--- src/rtl/sal_axi_traffic_gen_if.sv ---
// sal_axi_traffic_gen_if: AXI4 AW/W/B/AR/R bus between the traffic generator (master) and a slave
// Parameters ADDR_W/DATA_W/ID_W size the address, data and ID fields; awlen/arlen are 8 bits.
interface sal_axi_traffic_gen_if #(
    parameter int ADDR_W = 32,
    parameter int DATA_W = 128,
    parameter int ID_W   = 4
);
    logic              awvalid, awready;
    logic [ADDR_W-1:0] awaddr;
    logic [ID_W-1:0]   awid;
    logic [7:0]        awlen;
    logic              wvalid, wready, wlast;
    logic [DATA_W-1:0] wdata;
    logic [DATA_W/8-1:0] wstrb;
    logic              bvalid, bready;
    logic [1:0]        bresp;
    logic              arvalid, arready;
    logic [ADDR_W-1:0] araddr;
    logic [ID_W-1:0]   arid;
    logic [7:0]        arlen;
    logic              rvalid, rready, rlast;
    logic [DATA_W-1:0] rdata;
    logic [1:0]        rresp;

    modport master (
        output awvalid, awaddr, awid, awlen, input awready,
        output wvalid, wdata, wstrb, wlast, input wready,
        input bvalid, bresp, output bready,
        output arvalid, araddr, arid, arlen, input arready,
        input rvalid, rdata, rresp, rlast, output rready
    );

    modport slave (
        input awvalid, awaddr, awid, awlen, output awready,
        input wvalid, wdata, wstrb, wlast, output wready,
        output bvalid, bresp, input bready,
        input arvalid, araddr, arid, arlen, output arready,
        output rvalid, rdata, rresp, rlast, input rready
    );
endinterface

--- src/rtl/sal_axi_traffic_gen.sv ---
// sal_axi_traffic_gen: AXI4 burst traffic generator with write, read and write-then-read-check modes
// Ports: clk; rst_n (asynchronous, active-high); start/mode/base_addr/stride/num_txn configure a run;
//        busy/done/err_cnt/resp_err report status; axi is the AXI master bus.
module sal_axi_traffic_gen #(
    parameter int ADDR_W    = 32,
    parameter int DATA_W    = 128,
    parameter int ID_W      = 4,
    parameter int BURST_LEN = 4,
    parameter int MAX_OUT   = 4,
    parameter int CNT_W     = 16
) (
    input  logic                  clk,
    input  logic                  rst_n,
    input  logic                  start,
    input  logic [1:0]            mode,
    input  logic [ADDR_W-1:0]     base_addr,
    input  logic [ADDR_W-1:0]     stride,
    input  logic [CNT_W-1:0]      num_txn,
    output logic                  busy,
    output logic                  done,
    output logic [15:0]           err_cnt,
    output logic                  resp_err,
    sal_axi_traffic_gen_if.master axi
);
    typedef enum logic [1:0] {IDLE, WR, RD, FIN} state_t;

    state_t            state;
    logic [1:0]        md;
    logic [ADDR_W-1:0] base, strd, a_addr, d_addr;
    logic [CNT_W-1:0]  num, k_cnt, d_k, b_cnt, last;
    logic [7:0]        d_j;
    logic [4:0]        out;
    logic              aw_hs, w_hs, b_hs, ar_hs, r_hs, r_end, a_ok, w_load, w_end;
    logic [31:0]       pat;
    logic [DATA_W-1:0] exp_d;

    assign busy       = state != IDLE;
    assign done       = state == FIN;
    assign axi.bready = busy;
    assign axi.rready = busy;
    assign axi.awlen  = 8'(BURST_LEN - 1);
    assign axi.arlen  = 8'(BURST_LEN - 1);
    assign axi.wstrb  = '1;

    assign aw_hs = axi.awvalid & axi.awready;
    assign w_hs  = axi.wvalid & axi.wready;
    assign b_hs  = axi.bvalid & axi.bready;
    assign ar_hs = axi.arvalid & axi.arready;
    assign r_hs  = axi.rvalid & axi.rready;
    assign r_end = r_hs & axi.rlast;
    assign last  = num - CNT_W'(1);
    assign w_end = d_j == 8'(BURST_LEN - 1);
    // Address channels raise valid only from an idle slot, so the outstanding count cannot overshoot.
    assign a_ok   = k_cnt < num && out < 5'(MAX_OUT);
    // A W burst may only be loaded once its own AW handshake is already counted in k_cnt.
    assign w_load = state == WR && (!axi.wvalid || axi.wready) && d_k < k_cnt;
    // d_k/d_j/d_addr track the data-side burst; the same pattern feeds W generation and R checking.
    assign pat   = {16'(d_k), d_j, 8'hA5} ^ 32'(d_addr);
    assign exp_d = {(DATA_W / 32){pat}};

    always_ff @(posedge clk or posedge rst_n) begin
        if (rst_n) begin
            state       <= IDLE;
            md          <= '0;
            base        <= '0;
            strd        <= '0;
            num         <= '0;
            a_addr      <= '0;
            d_addr      <= '0;
            k_cnt       <= '0;
            d_k         <= '0;
            b_cnt       <= '0;
            d_j         <= '0;
            out         <= '0;
            err_cnt     <= '0;
            resp_err    <= 1'b0;
            axi.awvalid <= 1'b0;
            axi.awaddr  <= '0;
            axi.awid    <= '0;
            axi.wvalid  <= 1'b0;
            axi.wdata   <= '0;
            axi.wlast   <= 1'b0;
            axi.arvalid <= 1'b0;
            axi.araddr  <= '0;
            axi.arid    <= '0;
        end else begin
            k_cnt <= k_cnt + CNT_W'(aw_hs | ar_hs);
            out   <= out + 5'(aw_hs | ar_hs) - 5'(b_hs | r_end);
            if ((b_hs && axi.bresp != 2'b00) || (r_hs && axi.rresp != 2'b00))
                resp_err <= 1'b1;
            case (state)
                IDLE: if (start) begin
                    md       <= mode;
                    base     <= base_addr;
                    strd     <= stride;
                    num      <= num_txn;
                    a_addr   <= base_addr;
                    d_addr   <= base_addr;
                    k_cnt    <= '0;
                    d_k      <= '0;
                    b_cnt    <= '0;
                    d_j      <= '0;
                    out      <= '0;
                    err_cnt  <= '0;
                    resp_err <= 1'b0;
                    state    <= (mode == 2'd3 || num_txn == '0) ? FIN : mode == 2'd1 ? RD : WR;
                end
                WR: begin
                    if (!axi.awvalid && a_ok) begin
                        axi.awvalid <= 1'b1;
                        axi.awaddr  <= a_addr;
                        axi.awid    <= k_cnt[ID_W-1:0];
                        a_addr      <= a_addr + strd;
                    end else if (aw_hs)
                        axi.awvalid <= 1'b0;
                    if (w_load) begin
                        axi.wvalid <= 1'b1;
                        axi.wdata  <= exp_d;
                        axi.wlast  <= w_end;
                        d_j        <= w_end ? 8'd0 : d_j + 8'd1;
                        if (w_end) begin
                            d_k    <= d_k + CNT_W'(1);
                            d_addr <= d_addr + strd;
                        end
                    end else if (w_hs)
                        axi.wvalid <= 1'b0;
                    if (b_hs) begin
                        b_cnt <= b_cnt + CNT_W'(1);
                        if (b_cnt == last) begin
                            state  <= md == 2'd2 ? RD : FIN;
                            k_cnt  <= '0;
                            d_k    <= '0;
                            d_j    <= '0;
                            out    <= '0;
                            a_addr <= base;
                            d_addr <= base;
                        end
                    end
                end
                RD: begin
                    if (!axi.arvalid && a_ok) begin
                        axi.arvalid <= 1'b1;
                        axi.araddr  <= a_addr;
                        axi.arid    <= k_cnt[ID_W-1:0];
                        a_addr      <= a_addr + strd;
                    end else if (ar_hs)
                        axi.arvalid <= 1'b0;
                    if (r_hs) begin
                        if (md == 2'd2 && axi.rdata != exp_d && err_cnt != 16'hFFFF)
                            err_cnt <= err_cnt + 16'd1;
                        // Burst boundaries come from rlast only; the beat count is never checked.
                        d_j <= axi.rlast ? 8'd0 : d_j + 8'd1;
                        if (axi.rlast) begin
                            d_k    <= d_k + CNT_W'(1);
                            d_addr <= d_addr + strd;
                            if (d_k == last)
                                state <= FIN;
                        end
                    end
                end
                FIN: state <= IDLE;
            endcase
        end
    end
endmodule

--- src/flat_wrapper.sv ---
// flat-port wrapper written by rule: the top's interface ports become plain ports
module sal_axi_traffic_gen_flat 
#(
    parameter int ADDR_W    = 32,
    parameter int DATA_W    = 128,
    parameter int ID_W      = 4,
    parameter int BURST_LEN = 4,
    parameter int MAX_OUT   = 4,
    parameter int CNT_W     = 16
)
  (clk, rst_n, start, mode, base_addr, stride, num_txn, busy, done, err_cnt, resp_err, axi_awvalid, axi_awaddr, axi_awid, axi_awlen, axi_awready, axi_wvalid, axi_wdata, axi_wstrb, axi_wlast, axi_wready, axi_bvalid, axi_bresp, axi_bready, axi_arvalid, axi_araddr, axi_arid, axi_arlen, axi_arready, axi_rvalid, axi_rdata, axi_rresp, axi_rlast, axi_rready);
  sal_axi_traffic_gen_if #(.ADDR_W(ADDR_W), .DATA_W(DATA_W), .ID_W(ID_W)) axi_i ();
  input  logic clk;
  input  logic rst_n;
  input  logic start;
  input  logic [1:0] mode;
  input  logic [ADDR_W-1:0] base_addr;
  input  logic [ADDR_W-1:0] stride;
  input  logic [CNT_W-1:0] num_txn;
  output logic busy;
  output logic done;
  output logic [15:0] err_cnt;
  output logic resp_err;
  output wire logic [$bits(axi_i.awvalid)-1:0] axi_awvalid;
  output wire logic [$bits(axi_i.awaddr)-1:0] axi_awaddr;
  output wire logic [$bits(axi_i.awid)-1:0] axi_awid;
  output wire logic [$bits(axi_i.awlen)-1:0] axi_awlen;
  input wire logic [$bits(axi_i.awready)-1:0] axi_awready;
  output wire logic [$bits(axi_i.wvalid)-1:0] axi_wvalid;
  output wire logic [$bits(axi_i.wdata)-1:0] axi_wdata;
  output wire logic [$bits(axi_i.wstrb)-1:0] axi_wstrb;
  output wire logic [$bits(axi_i.wlast)-1:0] axi_wlast;
  input wire logic [$bits(axi_i.wready)-1:0] axi_wready;
  input wire logic [$bits(axi_i.bvalid)-1:0] axi_bvalid;
  input wire logic [$bits(axi_i.bresp)-1:0] axi_bresp;
  output wire logic [$bits(axi_i.bready)-1:0] axi_bready;
  output wire logic [$bits(axi_i.arvalid)-1:0] axi_arvalid;
  output wire logic [$bits(axi_i.araddr)-1:0] axi_araddr;
  output wire logic [$bits(axi_i.arid)-1:0] axi_arid;
  output wire logic [$bits(axi_i.arlen)-1:0] axi_arlen;
  input wire logic [$bits(axi_i.arready)-1:0] axi_arready;
  input wire logic [$bits(axi_i.rvalid)-1:0] axi_rvalid;
  input wire logic [$bits(axi_i.rdata)-1:0] axi_rdata;
  input wire logic [$bits(axi_i.rresp)-1:0] axi_rresp;
  input wire logic [$bits(axi_i.rlast)-1:0] axi_rlast;
  output wire logic [$bits(axi_i.rready)-1:0] axi_rready;
  assign axi_awvalid = axi_i.awvalid;
  assign axi_awaddr = axi_i.awaddr;
  assign axi_awid = axi_i.awid;
  assign axi_awlen = axi_i.awlen;
  assign axi_i.awready = axi_awready;
  assign axi_wvalid = axi_i.wvalid;
  assign axi_wdata = axi_i.wdata;
  assign axi_wstrb = axi_i.wstrb;
  assign axi_wlast = axi_i.wlast;
  assign axi_i.wready = axi_wready;
  assign axi_i.bvalid = axi_bvalid;
  assign axi_i.bresp = axi_bresp;
  assign axi_bready = axi_i.bready;
  assign axi_arvalid = axi_i.arvalid;
  assign axi_araddr = axi_i.araddr;
  assign axi_arid = axi_i.arid;
  assign axi_arlen = axi_i.arlen;
  assign axi_i.arready = axi_arready;
  assign axi_i.rvalid = axi_rvalid;
  assign axi_i.rdata = axi_rdata;
  assign axi_i.rresp = axi_rresp;
  assign axi_i.rlast = axi_rlast;
  assign axi_rready = axi_i.rready;
  sal_axi_traffic_gen #(.ADDR_W(ADDR_W), .DATA_W(DATA_W), .ID_W(ID_W), .BURST_LEN(BURST_LEN), .MAX_OUT(MAX_OUT), .CNT_W(CNT_W)) u_core (.clk(clk), .rst_n(rst_n), .start(start), .mode(mode), .base_addr(base_addr), .stride(stride), .num_txn(num_txn), .busy(busy), .done(done), .err_cnt(err_cnt), .resp_err(resp_err), .axi(axi_i));
endmodule
--- config.mk ---
export PLATFORM = sky130hd
export DESIGN_NAME = sal_axi_traffic_gen_flat
export DESIGN_NICKNAME = d
export VERILOG_FILES = /design/src/rtl/sal_axi_traffic_gen_if.sv /design/src/rtl/sal_axi_traffic_gen.sv /design/src/flat_wrapper.sv
export SDC_FILE = /design/constraint.sdc
export NUM_CORES = 1
export LEC_CHECK = 0
export BUFFER_PORTS_ARGS = -buffer_cell sky130_fd_sc_hd__buf_2
export CAP_MARGIN = 20
export CELL_PAD_IN_SITES_DETAIL_PLACEMENT = 1
export CELL_PAD_IN_SITES_GLOBAL_PLACEMENT = 1
export CORE_UTILIZATION = 43
export DETAILED_ROUTE_END_ITERATION = 8
export PLACE_DENSITY = 0.9
export SLEW_MARGIN = 0
export SYNTH_ARGS = -nofsm -noshare
export SYNTH_HDL_FRONTEND = slang
export SYNTH_SLANG_ARGS = --single-unit
--- constraint.sdc ---
create_clock -name clk -period 11.7 [get_ports clk]
set_input_delay 0.585 -clock clk [delete_from_list [all_inputs] [get_ports clk]]
set_output_delay 0.585 -clock clk [all_outputs]
set_load 0.05 [all_outputs]
==> summary.txt, run 1 <==
Core outline area = 54100 µm²
Clock transition time at the flip-flop clock pins of the worst setup and hold paths = 0.07 ns
Via density = 6.32
Final RePlAce weighted congestion = 0.933
DRT Wirelength = 101 mm
Fin crit share = 41.8%
Setup total negative slack = 0 ns
HPWL reported at the end of detailed placement = 75.0 mm
Initial cell density of the core = 43.7%
Die outline width = 237 µm
Clock Power Share = 43.3%
Global Route Usage Sum = 35.4%
Most used DFF post-synth = sky130_fd_sc_hd__dfrtp_1
Final cell count without fillers = 3640
Count of cell types in the netlist = 99
Maximum number of buffers from clock root to sink = 3
Number of design rule violations left after detail routing = 0
Placed Instance Area = 25700 µm²
Later-pin clock latency in the skew report = 0.58 ns
Cell area after synthesis = 23700 µm²
Family with the most delay on the worst path = compound AO/OA/AOI/OAI gates
Total non-filler cell area in the finished layout = 27100 µm²
Number of buffers added by the clock tree synthesis step = 40
Number of H-tree levels = 2
Required time of the critical path = 12.19 ns
PostCTS Resize Cnt = 0
Post-Synthesis Cells = 2616
Endpoint type of the worst setup path = flip-flop
Worst path bufs/invs = 4
Critical register-to-register path startpoint = u_core.state[1]$_DFFE_PP0P_
Pin count of the biggest net entering global routing = 155
Critical path startpoint = u_core.state[1]$_DFFE_PP0P_
Leak pwr = 0.0134 µW
Setup-failing EPs final = 0
Critical path data arrival time = 5.38 ns
Relative max-transition margin = 27.1%
Crit-path slowest cell = sky130_fd_sc_hd__o31ai_4
Relative contribution of sequential cells to total power = 40.7%
Layout area overhead = 14.5%
Remaining Overflow, GRT = 0
Power per unit of standard cell area = 115 nW/µm²
Layout cell share with drive strength beyond 1 = 25.4%
Clock tree from TritonCTS = done
Placed Cells = 3563
Switching part of the total power = 29.5%
Classification of the worst-slack hold path = primary input to async pin
Result of the run = finished clean
Category of the critical setup timing path = flip-flop to flip-flop
Fraction of power consumed by combinational cells = 16.0%
Net Sw Power = 917 µW
Hold buffer count at cts = 0
Share of flip-flops with an asynchronous set or reset = 100%
Largest fanout of any net on the critical path = 52
Worst setup skew after layout = 0.0159 ns
Setup repair bufs after CTS = 0
Maximum cell stage delay along the critical path = 0.63 ns
Wirelength per Cell = 27.6 µm
Cell chain of the critical path = inv_1 > ha_1 > clkinv_1 > a211oi_1 > o221ai_1 > a21oi_4 > buf_4 > nand3_1 > buf_4 > o31ai_4 > a41oi_1 > a31oi_1
Wire length of the first global-routing pass = 151 mm
Violation count after the first detailed-route iteration = 1996
Final Net Count = 3245
I/O Buffers = 447
Ports = 480
Number of cell rows = 85
Internal power consumption = 2190 µW
Most used cell along the critical path = sky130_fd_sc_hd__buf_4
Post-synthesis sequential element count = 334
Count of final hold-check violations = 0
Via count of the first global-routing pass = 24100
Reg-to-reg setup timing slack = 6.81 ns
Count of flip-flops with a built-in enable after synthesis = 0
Remaining number of nets flagged by the antenna check after routing = 0
Post-synthesis sequential area ratio = 35.3%
Die Area = 56000 µm²
Total count of max-transition violations in the final report = 0
Slew of the pin with the lowest slew margin = 1.09 ns
Crit start category = flip-flop
RR Endpoint = u_core.d_k[12]$_DFFE_PP0P_
Setup slack after placement = 6.89 ns
Max frequency = 0.204 GHz
Syn avg cell area = 9.05 µm²
Vias = 23000
Iteration count of the initial detailed-routing pass = 7
Cell chosen for the clock root = sky130_fd_sc_hd__clkbuf_16
Number of antenna violations at the first check in global routing = 4
Warnings from Yosys = 0
Slack of the critical path = 6.81 ns
Count of clock tree sinks = 334
Maximum ir drop on the vdd rail = 0.0000952 V
RSZ-0062 raised after global routing = no
Floorplan die height = 237 µm
Count of maximum capacitance violations = 0
Shortest clock period the worst path allows after layout = 4.89 ns
Number of cell instances on the worst register-to-register path = 12
## stage by stage
step	power (µW)	utilization, %	hold slack, ns
detailed placement	1770	47.4	0.478
global route	3200	50.0	0.234
CTS	3110	50.0	0.204
global placement	1740	47.4	0.469
floorplan	1560	-	0.479
finish	3110	50.1	0.168
## cells in the final DEF, fill, tap and decap left out, types with 13 or more instances in the layout
master,count
sky130_fd_sc_hd__o22ai_1,17
sky130_fd_sc_hd__dfrtp_1,334
sky130_fd_sc_hd__a211o_1,13
sky130_fd_sc_hd__xnor2_1,113
sky130_fd_sc_hd__or3_1,27
sky130_fd_sc_hd__nor2b_1,24
sky130_fd_sc_hd__o221ai_1,15
sky130_fd_sc_hd__mux2i_1,17
sky130_fd_sc_hd__ha_1,108
sky130_fd_sc_hd__a21oi_1,196
sky130_fd_sc_hd__clkbuf_16,41
sky130_fd_sc_hd__a21o_1,52
sky130_fd_sc_hd__nand2b_1,18
sky130_fd_sc_hd__nand4_1,37
sky130_fd_sc_hd__mux2_2,156
sky130_fd_sc_hd__o21a_1,13
sky130_fd_sc_hd__a211oi_1,17
sky130_fd_sc_hd__nand2_1,214
sky130_fd_sc_hd__nor3b_1,14
sky130_fd_sc_hd__conb_1,32
sky130_fd_sc_hd__a221oi_1,15
sky130_fd_sc_hd__nand3_1,64
sky130_fd_sc_hd__inv_1,86
sky130_fd_sc_hd__a31oi_1,34
sky130_fd_sc_hd__buf_4,33
sky130_fd_sc_hd__nor3_1,51
sky130_fd_sc_hd__and3_1,51
sky130_fd_sc_hd__nor2_1,180
sky130_fd_sc_hd__o21ai_0,133
sky130_fd_sc_hd__o211ai_1,22
sky130_fd_sc_hd__nor4_1,29
sky130_fd_sc_hd__xor2_1,58
sky130_fd_sc_hd__buf_2,447
## worst register-to-register path: stages, from the launching register on
cell and delay [ns]:
sky130_fd_sc_hd__dfrtp_1 0.41, sky130_fd_sc_hd__inv_1 0.12, sky130_fd_sc_hd__ha_1 0.19, sky130_fd_sc_hd__clkinv_1 0.61, sky130_fd_sc_hd__a211oi_1 0.41, sky130_fd_sc_hd__o221ai_1 0.34, sky130_fd_sc_hd__a21oi_4 0.20, sky130_fd_sc_hd__buf_4 0.46
sky130_fd_sc_hd__nand3_1 0.60, sky130_fd_sc_hd__buf_4 0.42, sky130_fd_sc_hd__o31ai_4 0.63, sky130_fd_sc_hd__a41oi_1 0.22, sky130_fd_sc_hd__a31oi_1 0.20
## registers in the layout, indices dropped and copies added (netlist names), 32 cells and up
| register | flops |
|---|---|
| u_core.a_addr | 32 |
| u_core.axi.araddr | 32 |
| u_core.axi.awaddr | 32 |
| u_core.axi.wdata | 32 |
| u_core.base | 32 |
| u_core.d_addr | 32 |
| u_core.strd | 32 |
## final cells by class
type | count | area, µm²
flip-flops and latches | 334 | 8360
multi-input cells | 1964 | 13600
inverters | 88 | 338
clock buffers | 59 | 1200
diodes | 6 | 15.0
clock inverters | 11 | 183
fillers | 6340 | 27000
well taps | 696 | 871
repair buffers | 482 | 2530
## power groups by stage
stage | clock, µW | sequential [µW] | combinational [µW]
floorplan | 0 | 1250 | 318
global placement | 0 | 1280 | 465
detailed placement | 0 | 1280 | 487
CTS | 1360 | 1260 | 492
global route | 1390 | 1270 | 540
finish | 1350 | 1270 | 499
## worst max path at each step
stage	depth (start not counted)	endpoint	slack [ns]
after floorplan	1	u_core.a_addr[0]$_DFFE_PP0P_	1.86
after global placement	13	u_core.a_addr[31]$_DFFE_PP0P_	7.20
after detailed placement	12	u_core.d_k[12]$_DFFE_PP0P_	6.89
after CTS	12	u_core.d_k[12]$_DFFE_PP0P_	6.92
after global routing	12	u_core.d_k[12]$_DFFE_PP0P_	6.55
final	12	u_core.d_k[12]$_DFFE_PP0P_	6.81
## logic make-up (layout without fill, tap and decap cells)
kind of cell	Yosys count	after routing	synth area share (%)
buffers and inverters	348	640	7.94
other	2	38	0.0317
DFF	334	334	35.3
and+or+nand+nor	794	794	17.2
muxes	173	173	8.14
xor gates and xnor gates	172	172	6.42
AOI/OAI and AO/OA	681	681	18.9
adders and majority gates	112	112	6.02
## per-layer routing
layer  part of all wire, %  wire length (µm)  global-route usage, %
met1                    38             38100                   42.5
met2                    49             48800                   59.7
met3                   7.9              7950                   6.19
met4                   5.7              5690                   20.5
met5                     0                 0                      0
## synthesized netlist by cell type, drive strengths merged (6+ instances only)
cell type  instances  area, µm²
nor3b             14        105
nand2b            18        113
xnor2            113        990
nand2            215        807
a21o              52        390
o21bai            10       75.1
nand3b             7       52.6
and4               9       78.8
a211oi            19        153
a2111oi           13        115
nor2             184        716
ha               109       1360
nand4             38        244
nor2b             24        150
a22o              12        105
buf              170       1210
or2                8       50.1
mux2i             17        170
a31oi             34        213
or3               28        180
a211o             13        114
nor4b              7       76.3
o21a              13       97.6
a21oi            197        986
a221oi            16        146
a221o              8       80.1
o2111ai           10       87.6
nand3             64        320
mux2             156       1760
nor3              53        288
o21ai            146        753
o211ai            22        165
a22oi              7       57.6
dfrtp            334       8360
and3              51        319
clkbuf            90        338
xor2              58        508
o22ai             18        113
o31ai             12        104
o221ai            15        131
or4               15        124
and2              13       81.3
a31o               6       52.6
inv               87        327
nor4              32        236
No activity file was read; power rests on OpenSTA's default activity.
==> inputs of run 2 (changes only) <==
clock period = 4.96 ns   (was 11.7 ns; I/O delays follow)
==> summary.txt, run 2 (synthesis gave the netlist of run 1 again) <==
Layout area overhead = 18.9%
I/O Buffers = 447
Number of cell instances on the worst register-to-register path = 10
Final Net Count = 3349
Floorplan die height = 237 µm
Clock transition time at the flip-flop clock pins of the worst setup and hold paths = 0.06 ns
Count of final hold-check violations = 0
Critical path data arrival time = 4.94 ns
Remaining Overflow, GRT = 0
Wirelength per Cell = 28.0 µm
Most frequent cells in the layout = sky130_fd_sc_hd__buf_2, sky130_fd_sc_hd__dfrtp_1, sky130_fd_sc_hd__nand2_1
Violation count after the first detailed-route iteration = 1965
Result of the run = finished clean
Setup slack after placement = 0.528 ns
Later-pin clock latency in the skew report = 0.59 ns
Total power = 7490 µW
Power per unit of standard cell area = 266 nW/µm²
Maximum cell stage delay along the critical path = 0.96 ns
Maximum number of buffers from clock root to sink = 3
Number of antenna violations at the first check in global routing = 3
Wire length of the first global-routing pass = 156 mm
RR Endpoint = u_core.err_cnt[2]$_DFFE_PP0P_
Maximum ir drop on the vdd rail = 0.000215 V
RSZ-0062 raised after global routing = no
Most frequent standard cell in the layout excluding fill and tap cells = sky130_fd_sc_hd__buf_2
Leak pwr = 0.0139 µW
Count of clock tree sinks = 334
Worst path bufs/invs = 1
Initial cell density of the core = 43.7%
Clock tree from TritonCTS = done
DRT Wirelength = 105 mm
Crit path depth = 10
Number of buffers added by the clock tree synthesis step = 41
PostCTS Resize Cnt = 0
Launch point of the worst hold path = mode[0]
Global Route Usage Sum = 36.8%
Max frequency = 0.224 GHz
Final RePlAce weighted congestion = 0.940
Cell chain of the critical path = xnor2_1 > xnor2_1 > nor4_1 > buf_2 > nand4_1 > a2111oi_0 > a31oi_1 > nand2_1 > nand2_1 > o221ai_1
Vias = 23600
Remaining number of nets flagged by the antenna check after routing = 0
Filler cells = 6308
Relative max-transition margin = 23.7%
Total non-filler cell area in the finished layout = 28100 µm²
Pin count of the biggest net entering global routing = 136
Count of maximum capacitance violations = 0
Number of H-tree levels = 2
Layout cell share with drive strength beyond 1 = 25.3%
Required time of the critical path = 5.44 ns
Cell chosen for the clock root = sky130_fd_sc_hd__clkbuf_16
Via density = 6.31
Slack of the critical path = 0.494 ns
Number of cell rows = 85
Worst Setup EP = u_core.err_cnt[2]$_DFFE_PP0P_
Critical register-to-register path startpoint = u_core.d_k[6]$_DFFE_PP0P_
Crit start category = flip-flop
Total count of max-transition violations in the final report = 0
Shortest clock period the worst path allows after layout = 4.47 ns
Placed Instance Area = 25900 µm²
Die Area = 56000 µm²
Final design utilization = 52.0%
Category of the critical setup timing path = flip-flop to flip-flop
Critical path startpoint = u_core.d_k[6]$_DFFE_PP0P_
Slew of the pin with the lowest slew margin = 1.14 ns
Worst setup skew after layout = 0.0269 ns
Classification of the worst-slack hold path = primary input to flip-flop
Crit-path slowest cell = sky130_fd_sc_hd__xnor2_1
Fin crit share = 90.1%
Ports = 480
Via count of the first global-routing pass = 24500
Reg-to-reg setup timing slack = 0.49 ns
HPWL reported at the end of detailed placement = 76.1 mm
Setup-failing EPs final = 0
Die outline width = 237 µm
Iteration count of the initial detailed-routing pass = 5
Endpoint type of the worst setup path = flip-flop
Number of design rule violations left after detail routing = 0
Largest fanout of any net on the critical path = 19
Core outline area = 54100 µm²
Family with the most delay on the worst path = simple AND/OR/NAND/NOR gates
==> run 2: cell types whose count changed in the layout (fill, tap and decap cells not counted), sizes merged <==
cell,previous run,this run
buf,482,506
clkinv,6,9
dlygate4sd3,0,79
bufinv,5,6
inv,87,86
clkinvlp,1,3
diode,6,3
==> run 2: worst reg2reg max path, stage by stage, from the launching register on <==
cell and delay, ns:
sky130_fd_sc_hd__dfrtp_1 0.55, sky130_fd_sc_hd__xnor2_1 0.96, sky130_fd_sc_hd__xnor2_1 0.13, sky130_fd_sc_hd__nor4_1 0.44, sky130_fd_sc_hd__buf_2 0.27, sky130_fd_sc_hd__nand4_1 0.13, sky130_fd_sc_hd__a2111oi_0 0.51, sky130_fd_sc_hd__a31oi_1 0.31
sky130_fd_sc_hd__nand2_1 0.53, sky130_fd_sc_hd__nand2_1 0.29, sky130_fd_sc_hd__o221ai_1 0.26
==> run 2: timing repair <==
action / CTS / global route
hold endpoints to repair: 86 / 0
hold buffers: 79 / 0
setup buffers: 0 / 0
==> run 2: report_power, final <==
group | switching [µW] | total (µW) | internal (µW) | leakage, µW
clock | 1310 | 3280 | 1980 | 0.000699
sequential | 174 | 2980 | 2810 | 0.00444
combinational | 738 | 1220 | 483 | 0.00876
total | 2220 | 7490 | 5270 | 0.0139
==> run 2: area by class of cell <==
cell class	count	area (µm²)	area share, %
Antenna cell	3	7.51	0.0267
Clock buffer	59	1180	4.21
Clock inverter	16	250	0.889
Inverter	88	334	1.19
Multi-Input combinational cell	1964	13600	48.3
Sequential cell	334	8360	29.7
Tap cell	696	871	3.10
Timing Repair Buffer	585	3550	12.6
==> run 2: stage by stage <==
step	std cells	TNS (ns)	hold slack (ns)
floorplan	2646	0	0.377
global placement	3586	-0.0925	0.213
detailed placement	3587	0	0.212
CTS	3741	0	0.00233
global route	3744	0	0.00250
finish	3745	0	0.00968
==> run 2: worst min-delay path by stage <==
| stage | to | slack [ns] | cells after the start |
|---|---|---|---|
| 6_report | u_core.md[0]$_DFFE_PP0P_ | 0.01 | 2 |
| 5_1_grt | u_core.num[0]$_DFFE_PP0P_ | 0.002 | 2 |
| 4_1_cts | u_core.num[0]$_DFFE_PP0P_ | 0.002 | 2 |
| 3_5_place_dp | u_core.axi.araddr[26]$_DFFE_PP0P_ | 0.21 | 2 |
| 3_3_place_gp | u_core.axi.araddr[26]$_DFFE_PP0P_ | 0.21 | 2 |
| 2_1_floorplan | u_core.d_addr[20]$_DFFE_PP0P_ | 0.38 | 2 |
==> run 2: layer usage <==
layer	share of wire (%)	GRT usage (%)	vias to the layer above
met2	49	63.6	1192
met1	38	43.3	11900
li1	-	-	10200
met3	7.2	6.14	313
met5	0	0	-
met4	5.9	20.4	0
==> inputs of run 3 (changes only) <==
--- a/config.mk
+++ b/config.mk
@@ -14,2 +14,3 @@
 export PLACE_DENSITY = 0.9
+export SETUP_SLACK_MARGIN = 0.02
 export SLEW_MARGIN = 0
==> constraint.sdc (replaced) <==
create_clock -name clk -period 4.96 [get_ports clk]
set_input_delay 0.496 -clock clk [delete_from_list [all_inputs] [get_ports clk]]
set_output_delay 0.496 -clock clk [all_outputs]
set_load 0.05 [all_outputs]
==> summary.txt, run 3 (synthesis gave the netlist of run 1 again) <==
Result of the run = finished clean
Filler cells = 6404
HPWL reported at the end of detailed placement = 76.8 mm
Floorplan die height = 237 µm
Via density = 6.35
Seq. cell area = 8360 µm²
RSZ-0062 raised after global routing = no
Setup-failing EPs final = 0
Initial cell density of the core = 43.7%
Number of cell rows = 85
Number of antenna violations at the first check in global routing = 3
Final Net Count = 3271
Maximum ir drop on the vdd rail = 0.000291 V
Reg-to-reg setup timing slack = 0.41 ns
Layout cell share with drive strength beyond 1 = 26.0%
Cell chosen for the clock root = sky130_fd_sc_hd__clkbuf_16
Wirelength per Cell = 28.2 µm
Layout area overhead = 15.2%
Total non-filler cell area in the finished layout = 27300 µm²
Violation count after the first detailed-route iteration = 1959
Number of design rule violations left after detail routing = 0
Ports = 480
Leak pwr = 0.0136 µW
Worst setup skew after layout = 0.0257 ns
Die outline width = 237 µm
Most frequent cells in the layout = sky130_fd_sc_hd__buf_2, sky130_fd_sc_hd__dfrtp_1, sky130_fd_sc_hd__nand2_1
Remaining number of nets flagged by the antenna check after routing = 0
Pin count of the biggest net entering global routing = 130
Required time of the critical path = 5.46 ns
Die Area = 56000 µm²
Number of buffers added by the clock tree synthesis step = 40
Critical path data arrival time = 5.05 ns
Slack of the critical path = 0.408 ns
Relative max-transition margin = 20.9%
Fin crit share = 91.8%
Area of the multi-input gates = 13600 µm²
Placed Instance Area = 25900 µm²
Total power = 7270 µW
Vias = 23200
Count of maximum capacitance violations = 0
Iteration count of the initial detailed-routing pass = 5
Largest fanout of any net on the critical path = 19
Final RePlAce weighted congestion = 0.969
Slew of the pin with the lowest slew margin = 1.18 ns
Power per unit of standard cell area = 267 nW/µm²
Via count of the first global-routing pass = 24300
Remaining Overflow, GRT = 0
DRT Wirelength = 103 mm
Crit start category = flip-flop
Max frequency = 0.220 GHz
Number of H-tree levels = 2
Count of clock tree sinks = 334
Maximum number of buffers from clock root to sink = 3
Final design utilization = 50.4%
Shortest clock period the worst path allows after layout = 4.55 ns
I/O Buffers = 447
Count of final hold-check violations = 0
Total count of max-transition violations in the final report = 0
Clock transition time at the flip-flop clock pins of the worst setup and hold paths = 0.06 ns
Clock tree from TritonCTS = done
Classification of the worst-slack hold path = primary input to async pin
Hold buffer count at cts = 0
Category of the critical setup timing path = flip-flop to flip-flop
Core outline area = 54100 µm²
Wire length of the first global-routing pass = 154 mm
Global Route Usage Sum = 36.3%
PostCTS Resize Cnt = 0
Setup slack after placement = 0.331 ns
Later-pin clock latency in the skew report = 0.59 ns
Most frequent standard cell in the layout excluding fill and tap cells = sky130_fd_sc_hd__buf_2
Setup repair bufs after CTS = 0
Endpoint type of the worst setup path = flip-flop
[run 3: area by class of cell]
type	instances	share of cell area [%]
antenna	2	0.0184
sequential	334	30.6
multi-input combinational	1964	49.8
clock inverter	11	0.518
tap	696	3.19
timing repair buffer	508	10.1
clock buffer	59	4.45
inverter	88	1.22
[run 3: critical path, stage by stage (launching register included)]
cell and delay, ns:
sky130_fd_sc_hd__dfrtp_1 0.58, sky130_fd_sc_hd__xnor2_1 1.00, sky130_fd_sc_hd__xnor2_1 0.13, sky130_fd_sc_hd__nor4_1 0.48, sky130_fd_sc_hd__buf_2 0.25, sky130_fd_sc_hd__nand4_1 0.10, sky130_fd_sc_hd__a2111oi_0 0.62, sky130_fd_sc_hd__a31oi_1 0.27
sky130_fd_sc_hd__nand2_1 0.53, sky130_fd_sc_hd__nand2_1 0.26, sky130_fd_sc_hd__o211ai_1 0.24
[run 3: layer usage]
metal	track usage (%)	vias to the layer above	wire length (µm)
li1	-	9997	-
met2	62.1	1200	50300
met5	0	-	13
met3	6.53	301	8010
met4	21.8	2	6270
met1	42.4	11700	38700
[run 3: final timing paths]
kind | startpoint | depth (start not counted) | end
setup / recovery | u_core.d_k[6]$_DFFE_PP0P_ | 10 | u_core.err_cnt[3]$_DFFE_PP0P_
min in group clk | stride[1] | 2 | u_core.strd[1]$_DFFE_PP0P_
max in group asynchronous | rst_n | 3 | u_core.axi.wdata[100]$_DFFE_PP0P_
hold / removal | rst_n | 3 | u_core.base[28]$_DFFE_PP0P_
hold reg to reg | u_core.axi.wlast$_DFFE_PP0P_ | 2 | u_core.axi.wlast$_DFFE_PP0P_
setup reg to reg | u_core.d_k[6]$_DFFE_PP0P_ | 10 | u_core.err_cnt[3]$_DFFE_PP0P_
[run 3: stage by stage]
stage | cells | hold WS (ns) | TNS [ns]
after global routing | 3662 | 0.141 | 0
after CTS | 3660 | 0.117 | 0
after floorplan | 2646 | 0.479 | 0
after detailed placement | 3590 | 0.474 | 0
after global placement | 3589 | 0.464 | -0.547
final | 3662 | 0.110 | 0
[run 3: power by group]
group	switching (µW)	internal (µW)	leakage [µW]	total, µW
Sequential	177	2810	0.00444	2990
Combinational	724	439	0.00844	1160
Clock	1270	1850	0.000674	3120
